--- config.mk ---
export PLATFORM = sky130hd
export DESIGN_NAME = cam_i2c_init_seq
export DESIGN_NICKNAME = d
export VERILOG_FILES = /design/src/rtl/cam_i2c_pkg.sv /design/src/rtl/cam_init_rom.sv /design/src/rtl/cam_i2c_init_seq.sv
export SDC_FILE = /design/constraint.sdc
export NUM_CORES = 1
export LEC_CHECK = 0
export BUFFER_PORTS_ARGS = -buffer_cell sky130_fd_sc_hd__buf_2
export CORE_ASPECT_RATIO = 0.9
export CORE_MARGIN = 1.5
export CORE_UTILIZATION = 60
export CTS_BUF_LIST = sky130_fd_sc_hd__clkbuf_8 sky130_fd_sc_hd__clkbuf_16
export DETAILED_ROUTE_END_ITERATION = 7
export PLACE_DENSITY = 0.8
export SYNTH_ARGS = -nofsm -noshare
export SYNTH_HDL_FRONTEND = slang
export SYNTH_SLANG_ARGS = --single-unit
--- constraint.sdc ---
create_clock -name clk -period 4.8 [get_ports clk]
set_clock_uncertainty 0.15 [all_clocks]
set_input_delay 0.48 -clock clk [delete_from_list [all_inputs] [get_ports clk]]
set_output_delay 0.48 -clock clk [all_outputs]
set_load 0.02 [all_outputs]
--- src/rtl/cam_i2c_pkg.sv ---
// Shared definitions for the camera sensor init sequencer: entry layout,
// opcodes, FSM encoding and the OV5647 bus address.
package cam_i2c_pkg;

  localparam int ENTRY_W  = 26;
  localparam int OP_MSB   = 25;
  localparam int OP_LSB   = 24;
  localparam int REG_MSB  = 23;
  localparam int REG_LSB  = 8;
  localparam int VAL_MSB  = 7;
  localparam int VAL_LSB  = 0;
  localparam int TICK_MSB = 15;
  localparam int TICK_LSB = 0;

  localparam logic [1:0] OP_WRITE = 2'b00;
  localparam logic [1:0] OP_DELAY = 2'b01;
  localparam logic [1:0] OP_END   = 2'b10;

  localparam logic [6:0] OV5647_ADDR = 7'h36;

  typedef enum logic [3:0] {
    S_IDLE, S_FETCH, S_CMD, S_D_HI, S_D_LO, S_D_VAL,
    S_WAIT_BUS, S_DELAY, S_NEXT, S_FINISH, S_ERROR
  } state_t;

  function automatic logic [ENTRY_W-1:0] ent_write(input logic [15:0] r, input logic [7:0] v);
    return {OP_WRITE, r, v};
  endfunction

  function automatic logic [ENTRY_W-1:0] ent_delay(input logic [15:0] t);
    return {OP_DELAY, 8'h00, t};
  endfunction

  function automatic logic [ENTRY_W-1:0] ent_end();
    return {OP_END, 24'h000000};
  endfunction

endpackage

--- src/rtl/cam_init_rom.sv ---
// Sensor power-up configuration table; one-cycle registered read.
module cam_init_rom
  import cam_i2c_pkg::*;
#(
  parameter int IDX_W = 6
) (
  input  logic               clk,
  input  logic [IDX_W-1:0]   addr,
  output logic [ENTRY_W-1:0] entry
);

  always_ff @(posedge clk) begin
    case (addr)
      IDX_W'(0): entry <= ent_write(16'h0100, 8'h00);  // stream off
      IDX_W'(1): entry <= ent_write(16'h0103, 8'h01);  // software reset
      IDX_W'(2): entry <= ent_delay(16'd2);
      IDX_W'(3): entry <= ent_write(16'h3034, 8'h1A);
      IDX_W'(4): entry <= ent_end();
      default:   entry <= ent_end();
    endcase
  end

endmodule

--- src/rtl/cam_i2c_init_seq.sv ---
// Walks the sensor init table and drives i2c_master's command/data streams.
// Optional macro CAM_INIT_RETRY_EN: re-issue a NACKed entry up to RETRY_MAX times.
module cam_i2c_init_seq
  import cam_i2c_pkg::*;
#(
  parameter logic [6:0] DEV_ADDR    = OV5647_ADDR,
  parameter int         TABLE_DEPTH = 64,
  parameter int         DELAY_UNIT  = 25000,
`ifdef CAM_INIT_RETRY_EN
  parameter int         RETRY_MAX   = 3,
`endif
  localparam int        IDX_W       = $clog2(TABLE_DEPTH)
) (
  input  logic             clk,
  input  logic             rst,
  input  logic             start,
  output logic [6:0]       cmd_address,
  output logic             cmd_start,
  output logic             cmd_read,
  output logic             cmd_write,
  output logic             cmd_write_multiple,
  output logic             cmd_stop,
  output logic             cmd_valid,
  input  logic             cmd_ready,
  output logic [7:0]       data_in,
  output logic             data_in_valid,
  input  logic             data_in_ready,
  output logic             data_in_last,
  input  logic             i2c_busy,
  input  logic             missed_ack,
  output logic             busy,
  output logic             done,
  output logic             error,
  output logic [IDX_W-1:0] err_index
);

  localparam int DLY_W = 16 + $clog2(DELAY_UNIT + 1);

  state_t               state, state_nxt;
  logic [IDX_W-1:0]     index, index_nxt;
  logic [ENTRY_W-1:0]   entry;
  logic [DLY_W-1:0]     dly_cnt, dly_load;
  logic                 nack, nack_any;
  logic                 bus_seen, wait_min, bus_done;
  logic                 start_acc;
  logic [15:0]          ticks;
`ifdef CAM_INIT_RETRY_EN
  localparam int RTY_W = $clog2(RETRY_MAX + 1);
  logic [RTY_W-1:0]     retry_cnt;
`endif

  assign cmd_address = DEV_ADDR;
  assign cmd_start   = 1'b0;
  assign cmd_read    = 1'b0;
  assign cmd_write   = 1'b0;

  // ROM is addressed with the next index so the entry is valid in FETCH
  cam_init_rom #(.IDX_W(IDX_W)) u_rom (
    .clk   (clk),
    .addr  (index_nxt),
    .entry (entry)
  );

  assign ticks     = entry[TICK_MSB:TICK_LSB];
  assign dly_load  = (ticks == 16'd0) ? DLY_W'(1) : DLY_W'(ticks) * DLY_W'(DELAY_UNIT);
  assign nack_any  = nack | missed_ack;
  assign bus_done  = !i2c_busy && (bus_seen || wait_min);
  assign start_acc = start && (state == S_IDLE || state == S_ERROR);

  always_ff @(posedge clk or posedge rst) begin
    if (rst) state <= S_IDLE;
    else     state <= state_nxt;
  end

  always_comb begin
    state_nxt = state;
    index_nxt = index;
    case (state)
      S_IDLE, S_ERROR: begin
        if (start) begin
          state_nxt = S_FETCH;
          index_nxt = '0;
        end
      end
      S_FETCH: begin
        case (entry[OP_MSB:OP_LSB])
          OP_WRITE: state_nxt = S_CMD;
          OP_DELAY: state_nxt = S_DELAY;
          default:  state_nxt = S_FINISH;
        endcase
      end
      S_CMD:   if (cmd_ready)     state_nxt = S_D_HI;
      S_D_HI:  if (data_in_ready) state_nxt = S_D_LO;
      S_D_LO:  if (data_in_ready) state_nxt = S_D_VAL;
      S_D_VAL: if (data_in_ready) state_nxt = S_WAIT_BUS;
      S_WAIT_BUS: begin
        if (bus_done) begin
          if (nack_any) begin
`ifdef CAM_INIT_RETRY_EN
            state_nxt = (retry_cnt < RTY_W'(RETRY_MAX)) ? S_CMD : S_ERROR;
`else
            state_nxt = S_ERROR;
`endif
          end else begin
            state_nxt = S_NEXT;
          end
        end
      end
      S_DELAY: if (dly_cnt <= DLY_W'(1)) state_nxt = S_NEXT;
      S_NEXT: begin
        if (index == IDX_W'(TABLE_DEPTH - 1)) begin
          state_nxt = S_FINISH;
        end else begin
          index_nxt = index + 1'b1;
          state_nxt = S_FETCH;
        end
      end
      S_FINISH: state_nxt = S_IDLE;
      default:  state_nxt = S_IDLE;
    endcase
  end

  // Registered outputs and datapath, all decoded from the next state
  always_ff @(posedge clk or posedge rst) begin
    if (rst) begin
      index              <= '0;
      cmd_valid          <= 1'b0;
      cmd_write_multiple <= 1'b0;
      cmd_stop           <= 1'b0;
      data_in_valid      <= 1'b0;
      data_in_last       <= 1'b0;
      data_in            <= 8'h00;
      busy               <= 1'b0;
      done               <= 1'b0;
      error              <= 1'b0;
      err_index          <= '0;
      dly_cnt            <= '0;
      nack               <= 1'b0;
      bus_seen           <= 1'b0;
      wait_min           <= 1'b0;
    end else begin
      index              <= index_nxt;
      cmd_valid          <= (state_nxt == S_CMD);
      cmd_write_multiple <= (state_nxt == S_CMD);
      cmd_stop           <= (state_nxt == S_CMD);
      data_in_valid      <= (state_nxt inside {S_D_HI, S_D_LO, S_D_VAL});
      data_in_last       <= (state_nxt == S_D_VAL);
      busy               <= !(state_nxt inside {S_IDLE, S_FINISH, S_ERROR});
      case (state_nxt)
        S_D_HI:  data_in <= entry[REG_MSB:REG_MSB-7];
        S_D_LO:  data_in <= entry[REG_LSB+7:REG_LSB];
        S_D_VAL: data_in <= entry[VAL_MSB:VAL_LSB];
        default: data_in <= data_in;
      endcase
      if (start_acc) begin
        done  <= 1'b0;
        error <= 1'b0;
      end else if (state_nxt == S_FINISH) begin
        done <= 1'b1;
      end else if (state_nxt == S_ERROR && state != S_ERROR) begin
        error     <= 1'b1;
        err_index <= index;
      end
      if (state == S_FETCH && state_nxt == S_DELAY) dly_cnt <= dly_load;
      else if (state == S_DELAY)                   dly_cnt <= dly_cnt - 1'b1;
      // NACK is sticky per attempt; a fresh command attempt clears it
      if (state_nxt == S_CMD && state != S_CMD) nack <= 1'b0;
      else if (missed_ack && state inside {S_CMD, S_D_HI, S_D_LO, S_D_VAL, S_WAIT_BUS}) nack <= 1'b1;
      if (state == S_WAIT_BUS) begin
        bus_seen <= bus_seen | i2c_busy;
        wait_min <= 1'b1;
      end else begin
        bus_seen <= 1'b0;
        wait_min <= 1'b0;
      end
    end
  end

`ifdef CAM_INIT_RETRY_EN
  always_ff @(posedge clk or posedge rst) begin
    if (rst)                                          retry_cnt <= '0;
    else if (start_acc || state == S_NEXT)            retry_cnt <= '0;
    else if (state == S_WAIT_BUS && state_nxt == S_CMD) retry_cnt <= retry_cnt + 1'b1;
  end
`endif

endmodule

==> results.tsv <==
metric	value	unit
async_reset_ff_share	91.2	%
viasPerCell	6.26	
drt-total-wl	10600	um
cap_violations	0	
regArea	1670	sq um
syn_area_per_cell	9.24	sq um
end_kind	flop	
slew_viol_final	0	
die_height	86.1	um
worstPathRequired	4.87	ns
yosysSeqAreaShare	36.3	%
fin_nets	559	
die_area	8200	sq um
grt_pass1_vias	3605	
netlist_instances	498	
cts_tree	yes	
setup_ws	1.00	ns
tightestPinTransition	0.846	ns
worstSetupPathType	reg -> reg	
dp.cells	601	
internal-power	1.46	mW
fp.dieW	95.3	um
synth-seq-cells	68	
cts_post_setup_buffers_inserted	0	
grt_busiest_layer	met2	
min-delay-path-class	in -> async	
area_delta_synth_final	7.10	%
grt-ovfl-total	0	
dpl.hpwl	7590	um
power_frac_clock	17.9	%
p_seq_share	36.1	%
synth_edf_count	0	
fmax	263	MHz
fill_cells	608	
mostFrequentLayoutCells	dfrtp_1, nor2_1, ha_1, nand2_1, inv_1	
critPathLaunchType	flop	
grt_max_degree	63	
synth_area	4600	sq um
utilization	65.9	%
finalSetupTns	0	ns
route.antenna.remaining_nets	0	
grt_use_met1	38.2	%
clock_latency	0.34	ns
multi_input_area	2690	sq um
drive_above_1_share	13.6	%
leakagePower	2.33	nW
crit_arrival	3.87	ns
outcome	completed	
ctsResizeCount	0	
route.detailed.drc	0	
met3_usage	7.09	%
p_per_area	537	nW/um^2
synth_cell_types	68	
drtIter0Drc	267	
cts_buffers	9	
pre_cts_slack	1.05	ns
worstPathMaxFanout	14	
antenna_found_initial	0	
dr.pass1.iters	5	
dr_total_vias	3862	
p_sw	1.19	mW
portBuffers	26	
routedWlPerCell	17.1	um
rows	30	
clock-sinks	68	
htreeDepth	3	
clockBufferDepth	2	
rsz0062_at_grt	no	
clk_pin_slew	0.08	ns
layout_commonest_cell	dfrtp_1	
gp_routability_congestion	0.950	
grt_use_met2	40.5	%
grt_usage	27.3	%
p_sw_share	44.8	%
r2r_cells	11	
setup_viol	0	
ys.warnings.count	0	
initial_core_util	61.6	%
grt_pass1_wl	17300	um
ioPinCount	39	
final_cells	617	
cts_hold_repair.buffers	0	
hold_viol_final	0	
ir_drop	0.221	mV
timing.final.crit_period	3.80	ns
slew_headroom	43.5	%
root_buffer	clkbuf_8	
num_antenna_cells	0	
core_area	7470	sq um
combPwrFrac	46.0	%
period_share	79.2	%
ys.flop_type	dfrtp_1	
==> worst max-delay path, stage by stage (launching register included) <==
cell	delay, ns
dfxtp_1	0.67
inv_1	0.34
fa_1	0.61
inv_1	0.06
fa_1	0.41
ha_1	0.22
a211oi_1	0.28
o21ai_0	0.19
a21oi_1	0.25
a2bb2oi_1	0.21
xor2_1	0.18
o22ai_1	0.09
==> worst paths after layout <==
kind                                         from                 endpoint  slack, ns
setup / recovery           u_rom.entry[9]$_DFF_P_  dly_cnt[18]$_DFFE_PP0P_       1.00
hold / removal                                rst      cmd_valid$_DFF_PP0_       0.20
setup reg to reg           u_rom.entry[9]$_DFF_P_  dly_cnt[18]$_DFFE_PP0P_       1.00
hold reg to reg                 error$_DFFE_PP0P_        error$_DFFE_PP0P_       0.33
max in group asynchronous                     rst       index[0]$_DFF_PP0_       3.78
min in group clk                         i2c_busy       bus_seen$_DFF_PP0_       0.22
==> routing by layer <==
| layer | share of wire (%) | routed length, um | up-vias |
|---|---|---|---|
| met5 | 0 | 0 | - |
| met4 | 2.4 | 248 | 0 |
| met3 | 7.1 | 745 | 27 |
| met2 | 45 | 4780 | 178 |
| met1 | 45 | 4770 | 1849 |
| li1 | - | - | 1808 |
==> power by group through the flow <==
stage / clock network (mW) / registers (mW) / logic, mW
final: 0.473 / 0.956 / 1.22
after global routing: 0.501 / 0.979 / 1.34
after CTS: 0.477 / 0.950 / 1.20
after detailed placement: 0 / 0.960 / 1.19
after global placement: 0 / 0.947 / 1.17
after floorplan: 0 / 0.925 / 0.942
==> Yosys cell counts, drive strengths merged (5+ instances only) <==
library cell | number | area, sq um
clkbuf | 14 | 52.6
xor2 | 13 | 114
and2 | 5 | 31.3
a21o | 6 | 45.0
a31oi | 5 | 31.3
xnor2 | 24 | 210
nand3 | 25 | 125
nand4 | 10 | 77.6
ha | 32 | 400
nand2 | 30 | 113
nor2 | 40 | 150
nor3 | 19 | 95.1
o22ai | 8 | 50.1
inv | 27 | 101
nor4 | 8 | 56.3
nor3b | 7 | 52.6
buf | 18 | 124
dfxtp | 6 | 120
nor2b | 7 | 43.8
dfrtp | 62 | 1550
mux2 | 9 | 101
o21ai | 25 | 125
a21oi | 20 | 100
==> state kept, by name (all words and copies together), names as in the netlist, 4 cells and up <==
name and cells:
u_rom.entry 6, err_index 6, dly_cnt 31, data_in 6, index 6, state 4
==> layout make-up <==
cell class                      count  share of cell area, %
Clock buffer                        9                   2.51
Clock inverter                      7                   1.40
Inverter                           27                   2.06
Multi-Input combinational cell    381                   54.6
Sequential cell                    68                   33.9
Tap cell                           96                   2.44
Timing Repair Buffer               29                   3.10
==> cells by family after synthesis <==
group	after synthesis	synth area share, %
XOR/XNOR	37	7.05
AO/OA/AOI/OAI	102	15.0
buffers and inverters	59	6.04
other	2	0.163
multiplexers	11	2.64
AND/OR/NAND/NOR	182	22.1
flip-flops	68	36.3
adder cells (fa/ha/maj)	37	10.7
==> metrics by stage <==
step / instance area [sq um] / power (mW) / hold slack [ns]
2_1_floorplan: 4640 / 1.87 / 0.315
3_3_place_gp: 4730 / 2.11 / 0.308
3_5_place_dp: 4730 / 2.15 / 0.316
4_1_cts: 4930 / 2.63 / 0.216
5_1_grt: 4930 / 2.82 / 0.237
6_report: 4930 / 2.65 / 0.200
No activity file was read; power rests on OpenSTA's default activity.
